--- src/rtl/alu_md_unit_if.sv ---
// Request/response bundle between the EX-stage pipeline and alu_md_unit.
// The pipeline side is the master; the execute unit is the slave.
interface alu_md_unit_if #(
    parameter int unsigned XLEN = 32
);
    logic            in_valid;
    logic            in_ready;
    logic [4:0]      alu_op;
    logic [XLEN-1:0] op_a;
    logic [XLEN-1:0] op_b;
    logic            out_valid;
    logic            out_ready;
    logic [XLEN-1:0] result;
    logic            br_mark;
    logic            busy;

    modport master (
        output in_valid, alu_op, op_a, op_b, out_ready,
        input  in_ready, out_valid, result, br_mark, busy
    );

    modport slave (
        input  in_valid, alu_op, op_a, op_b, out_ready,
        output in_ready, out_valid, result, br_mark, busy
    );
endinterface

--- src/rtl/alu_md_unit.sv ---
// Handshaked EX-stage ALU: single-cycle base/compare ops plus M-extension
// multiply (iterative or single-cycle) and radix-2 restoring divide.
module alu_md_unit #(
    parameter int unsigned XLEN     = 32,
    parameter bit          FAST_MUL = 1'b0
) (
    input  logic         clk,
    input  logic         rstn,
    input  logic         flush,
    alu_md_unit_if.slave bus
);
    localparam int unsigned SHW = $clog2(XLEN);
    localparam int unsigned CW  = $clog2(XLEN);

    localparam logic [4:0] OP_AND  = 5'd0,  OP_OR    = 5'd1,  OP_ADD  = 5'd2,  OP_SUB  = 5'd3;
    localparam logic [4:0] OP_XOR  = 5'd4,  OP_SLT   = 5'd5,  OP_SLTU = 5'd6,  OP_SLL  = 5'd7;
    localparam logic [4:0] OP_SRL  = 5'd8,  OP_SRA   = 5'd9,  OP_JUMP = 5'd10, OP_NOTEQ = 5'd11;
    localparam logic [4:0] OP_SGE  = 5'd12, OP_SGEU  = 5'd13;

    typedef enum logic [1:0] {IDLE, MUL, DIV, DONE} state_t;

    state_t              state;
    logic [CW-1:0]       cnt;
    logic [XLEN-1:0]     res_q;
    logic                br_q;
    logic [2*XLEN-1:0]   acc, mcand;
    logic [XLEN-1:0]     mplier, rem, quot, dvs;
    logic                neg_q, neg_r, sel_hi;

    logic [4:0]          op;
    logic [XLEN-1:0]     a, b;
    logic [SHW-1:0]      shamt;
    logic                accept;

    assign op     = bus.alu_op;
    assign a      = bus.op_a;
    assign b      = bus.op_b;
    assign shamt  = b[SHW-1:0];
    assign accept = bus.in_valid & bus.in_ready;

    logic [XLEN-1:0] base_res;
    logic            base_br;

    always_comb begin
        base_res = '0;
        case (op)
            OP_AND:            base_res = a & b;
            OP_OR:             base_res = a | b;
            OP_ADD, OP_JUMP:   base_res = a + b;
            OP_SUB, OP_NOTEQ:  base_res = a - b;
            OP_XOR:            base_res = a ^ b;
            OP_SLT, OP_SGE:    base_res = {{(XLEN-1){1'b0}}, $signed(a) < $signed(b)};
            OP_SLTU, OP_SGEU:  base_res = {{(XLEN-1){1'b0}}, a < b};
            OP_SLL:            base_res = a << shamt;
            OP_SRL:            base_res = a >> shamt;
            OP_SRA:            base_res = $signed(a) >>> shamt;
            default:           base_res = '0;
        endcase
        base_br = 1'b0;
        case (op)
            OP_JUMP:                   base_br = 1'b1;
            OP_NOTEQ, OP_SLT, OP_SLTU: base_br = |base_res;
            OP_AND, OP_OR, OP_ADD, OP_SUB, OP_XOR, OP_SLL, OP_SRL, OP_SRA,
            OP_SGE, OP_SGEU:           base_br = ~|base_res;
            default:                   base_br = 1'b0;
        endcase
    end

    // M ops: op[2] selects divide; op[1:0] carries signedness and hi/rem select.
    logic            is_m, is_mul, is_div, a_sgn, b_sgn, a_neg, b_neg;
    logic            div_zero, div_ovf;
    logic [XLEN-1:0] a_mag, b_mag, fast_res;
    logic [2*XLEN-1:0] ax, bx, fprod;

    assign is_m     = (op[4:3] == 2'b10);
    assign is_mul   = is_m & ~op[2];
    assign is_div   = is_m & op[2];
    assign a_sgn    = is_mul ? (op[1:0] != 2'b11) : ~op[0];
    assign b_sgn    = is_mul ? ~op[1] : ~op[0];
    assign a_neg    = a_sgn & a[XLEN-1];
    assign b_neg    = b_sgn & b[XLEN-1];
    assign a_mag    = a_neg ? -a : a;
    assign b_mag    = b_neg ? -b : b;
    assign div_zero = (b == '0);
    assign div_ovf  = ~op[0] & (a == {1'b1, {(XLEN-1){1'b0}}}) & (b == '1);
    assign ax       = {{XLEN{a_neg}}, a};
    assign bx       = {{XLEN{b_neg}}, b};
    assign fprod    = ax * bx;
    assign fast_res = (op[1:0] == 2'b00) ? fprod[XLEN-1:0] : fprod[2*XLEN-1:XLEN];

    logic [XLEN-1:0] imm_res;
    logic            imm_br, imm_load;

    always_comb begin
        imm_res  = base_res;
        imm_br   = base_br;
        imm_load = 1'b1;
        if (is_mul) begin
            imm_res  = fast_res;
            imm_br   = 1'b0;
            imm_load = FAST_MUL;
        end else if (is_div) begin
            imm_br   = 1'b0;
            imm_load = div_zero | div_ovf;
            if (div_zero) imm_res = op[1] ? a  : '1;
            else          imm_res = op[1] ? '0 : a;
        end
    end

    // One shift-add / restoring step per cycle; the last step also applies signs.
    logic [2*XLEN-1:0] acc_nxt, prod_fin;
    logic [XLEN-1:0]   mul_fin, rem_nxt, quot_nxt, div_fin;
    logic [XLEN:0]     shl, diff;
    logic              q_bit, last;

    assign acc_nxt  = acc + (mplier[0] ? mcand : '0);
    assign prod_fin = neg_q ? -acc_nxt : acc_nxt;
    assign mul_fin  = sel_hi ? prod_fin[2*XLEN-1:XLEN] : prod_fin[XLEN-1:0];
    assign shl      = {rem, quot[XLEN-1]};
    assign diff     = shl - {1'b0, dvs};
    assign q_bit    = ~diff[XLEN];
    assign rem_nxt  = q_bit ? diff[XLEN-1:0] : shl[XLEN-1:0];
    assign quot_nxt = {quot[XLEN-2:0], q_bit};
    assign div_fin  = sel_hi ? (neg_r ? -rem_nxt : rem_nxt) : (neg_q ? -quot_nxt : quot_nxt);
    assign last     = (cnt == CW'(XLEN-1));

    always_ff @(posedge clk or negedge rstn) begin
        if (!rstn) begin
            state  <= IDLE;
            cnt    <= '0;
            res_q  <= '0;
            br_q   <= 1'b0;
            acc    <= '0;
            mcand  <= '0;
            mplier <= '0;
            rem    <= '0;
            quot   <= '0;
            dvs    <= '0;
            neg_q  <= 1'b0;
            neg_r  <= 1'b0;
            sel_hi <= 1'b0;
        end else if (flush) begin
            state <= IDLE;
            cnt   <= '0;
        end else if (accept) begin
            // accept only happens in IDLE or in DONE with out_ready, so it overrides DONE->IDLE
            if (imm_load) begin
                state <= DONE;
                res_q <= imm_res;
                br_q  <= imm_br;
            end else begin
                state  <= is_mul ? MUL : DIV;
                cnt    <= '0;
                acc    <= '0;
                mcand  <= {{XLEN{1'b0}}, a_mag};
                mplier <= b_mag;
                rem    <= '0;
                quot   <= a_mag;
                dvs    <= b_mag;
                neg_q  <= a_neg ^ b_neg;
                neg_r  <= a_neg;
                sel_hi <= is_mul ? (op[1:0] != 2'b00) : op[1];
            end
        end else begin
            case (state)
                MUL: begin
                    acc    <= acc_nxt;
                    mcand  <= mcand << 1;
                    mplier <= mplier >> 1;
                    cnt    <= cnt + 1'b1;
                    if (last) begin
                        state <= DONE;
                        res_q <= mul_fin;
                        br_q  <= 1'b0;
                        cnt   <= '0;
                    end
                end
                DIV: begin
                    rem  <= rem_nxt;
                    quot <= quot_nxt;
                    cnt  <= cnt + 1'b1;
                    if (last) begin
                        state <= DONE;
                        res_q <= div_fin;
                        br_q  <= 1'b0;
                        cnt   <= '0;
                    end
                end
                DONE:    if (bus.out_ready) state <= IDLE;
                default: ;
            endcase
        end
    end

    assign bus.result    = res_q;
    assign bus.br_mark   = br_q;
    assign bus.out_valid = (state == DONE);
    assign bus.busy      = (state == MUL) | (state == DIV);
    assign bus.in_ready  = ~flush & ((state == IDLE) | ((state == DONE) & bus.out_ready));
endmodule

--- src/flat_wrapper.sv ---
// flat-port wrapper written by rule: the top's interface ports become plain ports
module alu_md_unit_flat 
#(
    parameter int unsigned XLEN     = 32,
    parameter bit          FAST_MUL = 1'b0
)
  (clk, rstn, flush, bus_in_valid, bus_alu_op, bus_op_a, bus_op_b, bus_out_ready, bus_in_ready, bus_out_valid, bus_result, bus_br_mark, bus_busy);
  alu_md_unit_if #(.XLEN(XLEN)) bus_i ();
  input  logic clk;
  input  logic rstn;
  input  logic flush;
  input wire logic [$bits(bus_i.in_valid)-1:0] bus_in_valid;
  input wire logic [$bits(bus_i.alu_op)-1:0] bus_alu_op;
  input wire logic [$bits(bus_i.op_a)-1:0] bus_op_a;
  input wire logic [$bits(bus_i.op_b)-1:0] bus_op_b;
  input wire logic [$bits(bus_i.out_ready)-1:0] bus_out_ready;
  output wire logic [$bits(bus_i.in_ready)-1:0] bus_in_ready;
  output wire logic [$bits(bus_i.out_valid)-1:0] bus_out_valid;
  output wire logic [$bits(bus_i.result)-1:0] bus_result;
  output wire logic [$bits(bus_i.br_mark)-1:0] bus_br_mark;
  output wire logic [$bits(bus_i.busy)-1:0] bus_busy;
  assign bus_i.in_valid = bus_in_valid;
  assign bus_i.alu_op = bus_alu_op;
  assign bus_i.op_a = bus_op_a;
  assign bus_i.op_b = bus_op_b;
  assign bus_i.out_ready = bus_out_ready;
  assign bus_in_ready = bus_i.in_ready;
  assign bus_out_valid = bus_i.out_valid;
  assign bus_result = bus_i.result;
  assign bus_br_mark = bus_i.br_mark;
  assign bus_busy = bus_i.busy;
  alu_md_unit #(.XLEN(XLEN), .FAST_MUL(FAST_MUL)) u_core (.clk(clk), .rstn(rstn), .flush(flush), .bus(bus_i));
endmodule
--- config.mk ---
export PLATFORM = sky130hd
export DESIGN_NAME = alu_md_unit_flat
export DESIGN_NICKNAME = d
export VERILOG_FILES = /design/src/rtl/alu_md_unit_if.sv /design/src/rtl/alu_md_unit.sv /design/src/flat_wrapper.sv
export SDC_FILE = /design/constraint.sdc
export NUM_CORES = 2
export LEC_CHECK = 0
export BUFFER_PORTS_ARGS = -buffer_cell sky130_fd_sc_hd__buf_2
export CAP_MARGIN = 40
export CORE_MARGIN = 8
export CORE_UTILIZATION = 45
export CTS_BUF_LIST = sky130_fd_sc_hd__clkbuf_4 sky130_fd_sc_hd__clkbuf_8 sky130_fd_sc_hd__clkbuf_16
export DETAILED_ROUTE_END_ITERATION = 7
export PLACE_DENSITY = 0.58
export SYNTH_ARGS = -nofsm -noshare
export SYNTH_HDL_FRONTEND = slang
export SYNTH_SLANG_ARGS = --single-unit
--- constraint.sdc ---
create_clock -name clk -period 6.33 [get_ports clk]
set_input_delay 0.9495 -clock clk [delete_from_list [all_inputs] [get_ports clk]]
set_output_delay 0.9495 -clock clk [all_outputs]
set_load 0.01 [all_outputs]
# Yosys cells after proc, flatten, opt, wreduce, memory -nomap -nowiden
# Cells that the tools add are included.
# totals
wordCells	167
reg_bits	299
# op_classes
order_cmp	2
n_bitwise	22
n_reduce_logical	28
mux	60
n_mul	1
n_eq_ne	28
shifts	3
addsub	10
# op_table
cell	n
$mux W32	26
$mux W64	8
$pmux W32 S10	1
$neg A32 Y32	4
$add A64 B64 Y64	1
$eq A32 B32 Y1 const B	2
$lt A32 B32 Y1	2
$mul A33 B33 Y64	1
$neg A64 Y64	1
$pmux W32 S2	1
$sub A33 B32 Y33	1
$add A32 B32 Y32	1
$and A32 B32 Y32	1
$logic_not A32 Y1	1
$or A32 B32 Y32	1
$reduce_or A32 Y1	1
$shl A32 B5 Y32	1
$shr A32 B5 Y32	1
$sshr A32 B5 Y32	1
$sub A32 B32 Y32	1
$xor A32 B32 Y32	1
$eq A5 B4 Y1 const B	6
$mux W5	5
$eq A5 B3 Y1 const B	4
32 further kinds	81

# Depth between registers and ports, before layout
# depth
word_depth	10
ltp_mapped	37

# Worst setup path before layout
# OpenSTA, ideal clock, no wires.
# synth_path
path_type	input port to flip-flop
from	in bus_op_b[0]
to	reg u_core.res_q[5] (netlist: u_core.bus.result[5])
cell_stages	33
path_buffers	8
arrival_time_ns	9.972
setup_time_ns	0.135
setup_slack_ns	-3.777
required_time_ns	6.195
cell_sequence	buf_6 -> buf_6 -> buf_6 -> buf_2 -> buf_2 -> buf_1 -> clkbuf_1 -> buf_1 -> nand2_1 -> fa_1 -> fa_1 -> inv_1 -> fa_1 -> fa_1 -> inv_1 -> fa_1 -> fa_1 -> inv_1 -> fa_1 -> fa_1 -> ha_1 -> a21o_1 -> a211oi_1 -> o21a_1 -> o41ai_1 -> a311oi_1 -> o211ai_1 -> a2111oi_0 -> nor2_1 -> xnor2_1 -> o21ai_0 -> a2111oi_0 -> o41ai_1
# synth_via
elab_chain_len	7
elab_cells_between_ends	21
# synth_lines
element	line	rtl
start, declared	flat_wrapper.sv:15	input wire logic [$bits(bus_i.op_b)-1:0] bus_op_b;
branches (longest 7 deep; another with $mul A33 B33 Y64)	n/a	
end signal, assigned	alu_md_unit.sv:149	res_q <= imm_res;
end signal, assigned	alu_md_unit.sv:173	res_q <= mul_fin;
end signal, assigned	alu_md_unit.sv:184	res_q <= div_fin;
end, declared	alu_md_unit.sv:24	logic [XLEN-1:0] res_q;
# Several ways; the timed one is not identified. The select of a mux whose other input is x is not followed.
# A chain may end at the register's enable or synchronous reset.

# Worst setup path after layout
# layout_path
from	in bus_op_b[1]
to	reg u_core.res_q[29] (netlist: u_core.bus.result[29])
# Same word-level chain as after synthesis.

==> flow_summary.json <==
{
  "run_status": "complete, but fails checks",
  "violations": "negative setup slack",
  "yosysSeqAreaShare_pct": 10.76,
  "std_cell_rows": 144,
  "cpMostUsedCell": "fa_1",
  "fmax_mhz": 114.4,
  "worstReg2RegStart": "u_core.mplier[0]",
  "cpMaxStageDelayCell": "fa_1",
  "first_iter_violations": 7681,
  "critPathLaunch": "bus_op_b[1]",
  "fin_ws_ns": -2.408,
  "place_area_mm2": 0.08083,
  "post-place-ws_ns": -3.504,
  "h-tree-depth": 2,
  "maxCapViolations": 0,
  "dieArea_mm2": 0.1673,
  "portBuffers": 109,
  "firstDrtPassIters": 8,
  "worstReg2RegEnd": "u_core.bus.result[12]",
  "wl_per_cell_um": 28.57,
  "wl_um": 328600,
  "min_path_type": "input port to async pin",
  "die_h_um": 409.1,
  "layout-drive-gt1-share_pct": 18.78,
  "via_per_inst": 6.016,
  "stdcell_area_mm2": 0.08337,
  "final.setup.tns_ns": -16.25,
  "crit_family": "adder cells",
  "grt_pass1_vias": 69310,
  "final_nets": 11030,
  "cp.arrival_ns": 9.21,
  "slew_headroom_pct": 28.17,
  "fin_worst_skew_ns": 0.04190,
  "synth.distinct_cells": 100,
  "crit_path_end": "u_core.bus.result[29]",
  "clockRootBuffer": "clkbuf_16",
  "num-fill-cells": 14640,
  "rsz0062_at_grt": "yes",
  "initial_utilization_pct": 45.24,
  "synth-edff-count": 0,
  "worstSetupStartpointType": "input port",
  "final_core_util_pct": 54.24,
  "grt_overflow": 0,
  "grt_max_degree": 111,
  "postSynth.asyncResetShare_pct": 100.0,
  "grt_pass1_wl_um": 480400,
  "drtAntennaViolNets": 0,
  "vias": 69200,
  "critPathMaxStageDelay_ns": 0.54,
  "ys_warn_count": 0,
  "ys_seq_elements": 299,
  "end_kind": "flop",
  "r2r_cells": 17,
  "core-area_mm2": 0.1537,
  "finalWeightedCongestion": 1.064,
  "path_clk_slew_ns": 0.07,
  "syn2layout_area_growth_pct": 19.91,
  "clockBufferDepth": 3,
  "grtUsageTotal_pct": 38.40,
  "crit_path_max_fanout": 5,
  "die_w_um": 409.1,
  "worstMarginPinSlew_ns": 1.070,
  "cts_tree": "built",
  "syn_inst": 8553,
  "cts_buffers": 38,
  "final.period_utilization_pct": 138.0,
  "avgSynthCellArea_um2": 8.129,
  "path_buf_inv": 12,
  "clkSinkCount": 299,
  "drc": 0,
  "cp.depth": 35,
  "holdBufCountCts": 0,
  "synthFlopType": "dfrtp_1",
  "report.final.slew_viol_count": 0,
  "antenna_found_initial": 18,
  "fin_crit_ns": 8.738,
  "hpwl_um": 274000,
  "regToRegSetupSlack_ns": 0.36,
  "finalSetupViolCount": 9,
  "clk-insertion-delay-late_ns": 0.61,
  "required_ns": 6.80,
  "syn_nets": 10160,
  "netlist_area_mm2": 0.06953,
  "ioPinCount": 110,
  "path_class": "input port to flop",
  "hold_viol": 0
}
area by class of cell:
type	instances	area, µm²	area share [%]
well taps	2044	2557	3.068
flip-flops and latches	299	7485	8.978
diodes	7	17.52	0.02101
repair buffers	1371	11140	13.36
clock inverters	18	232.7	0.2792
clock buffers	47	1031	1.237
multi-input cells	6407	55960	67.13
inverters	1309	4942	5.928
worst register-to-register path, stage by stage (launching register included):
cell       delay [ns]
dfrtp_1          0.46
and2_1           0.22
ha_1             0.24
fa_1             0.48
a211oi_1         0.47
o21ai_0          0.30
o211ai_1         0.23
mux2_2           0.39
a22oi_1          0.30
o2111a_1         0.37
nand3_1          0.19
or4_1            0.57
or4b_1           0.59
o21ai_1          0.18
xor2_1           0.12
a2111oi_0        0.50
buf_4            0.20
a21oi_1          0.05
state kept, by name, summed over array words and instances, names as in the netlist, 2 cells and up:
| name | count |
|---|---|
| u_core.bus.result | 32 |
| u_core.acc | 64 |
| u_core.cnt | 5 |
| u_core.state | 2 |
| u_core.quot | 32 |
| u_core.rem | 32 |
| u_core.mplier | 32 |
| u_core.dvs | 32 |
| u_core.mcand | 64 |
layer usage:
metal,share of wire [%],vias to the layer above,track usage [%]
li1,-,29730,-
met1,41,34820,52.81
met2,42,3814,56.31
met3,11,825,9.525
met4,6.5,8,19.20
met5,0.014,-,0
stage by stage:
step | hold WS (ns) | std cells
after detailed placement | 0.4680 | 11390
after global placement | 0.4606 | 11390
after CTS | 0.4074 | 11480
after floorplan | 0.4391 | 8553
final | 0.3631 | 11500
after global routing | 0.4179 | 11500
repair_timing:
item	CTS	global route
pin swaps	73	97
endpoints found under the setup margin	10	10
resized for setup	140	108
buffers inserted	26	17
cloned	0	1
endpoints found under the hold margin	0	0
cells by family after synthesis:
group / synth area share, %
AO/OA/AOI/OAI: 15.60
buffers and inverters: 10.06
adder cells (fa/ha/maj): 39.63
multiplexers: 3.569
AND/OR/NAND/NOR: 17.59
flip-flops: 10.76
XOR/XNOR: 2.797
cells in the mapped netlist (all sizes together), types with 35 or more instances:
master,count,area share (%)
a211oi,56,0.60
a21o,78,0.84
a21oi,386,2.8
a22oi,35,0.38
a31oi,48,0.43
and2,84,0.76
and3,38,0.35
buf,152,0.91
clkbuf,386,2.1
dfrtp,299,11
fa,1117,32
ha,414,7.5
inv,1287,6.9
mux2i,87,1.3
mux4,60,1.9
nand2,1280,6.9
nand2b,39,0.35
nand3,189,1.4
nand4,65,0.58
nor2,735,4.0
nor3,114,0.82
nor4,47,0.44
o211ai,78,0.85
o21a,36,0.39
o21ai,552,4.0
o31ai,57,0.63
or3,49,0.44
xnor2,147,1.9
xor2,75,0.94
cells in the final DEF (no fill, tap or decap), types with 45 or more instances in the layout:
cell         n
nand2_1   1260
inv_1     1237
buf_4     1176
fa_1      1087
nor2_1     712
o21ai_0    520
ha_1       398
a21oi_1    378
dfrtp_1    297
nand3_1    185
xnor2_1    146
nor3_1     110
mux2i_1     87
and2_1      83
buf_2       80
a21o_1      78
o211ai_1    77
xor2_1      75
nand4_1     65
buf_12      62
mux4_2      60
a211oi_1    54
o31ai_1     54
or3_1       48
a31oi_1     48
nor4_1      45
worst min-delay path by stage:
| stage | from | end | cells past startpoint |
|---|---|---|---|
| 4_1_cts | rstn | u_core.mplier[7] | 1 |
| 2_1_floorplan | u_core.mcand[63] | u_core.mcand[63] | 2 |
| 3_5_place_dp | u_core.mcand[63] | u_core.mcand[63] | 2 |
| 6_report | rstn | u_core.mplier[8] | 1 |
| 3_3_place_gp | u_core.mplier[31] | u_core.mplier[31] | 2 |
| 5_1_grt | rstn | u_core.mplier[8] | 1 |
Power is not shown: default switching activity piles up to over one toggle a cycle in this logic, so the estimate is an artifact.
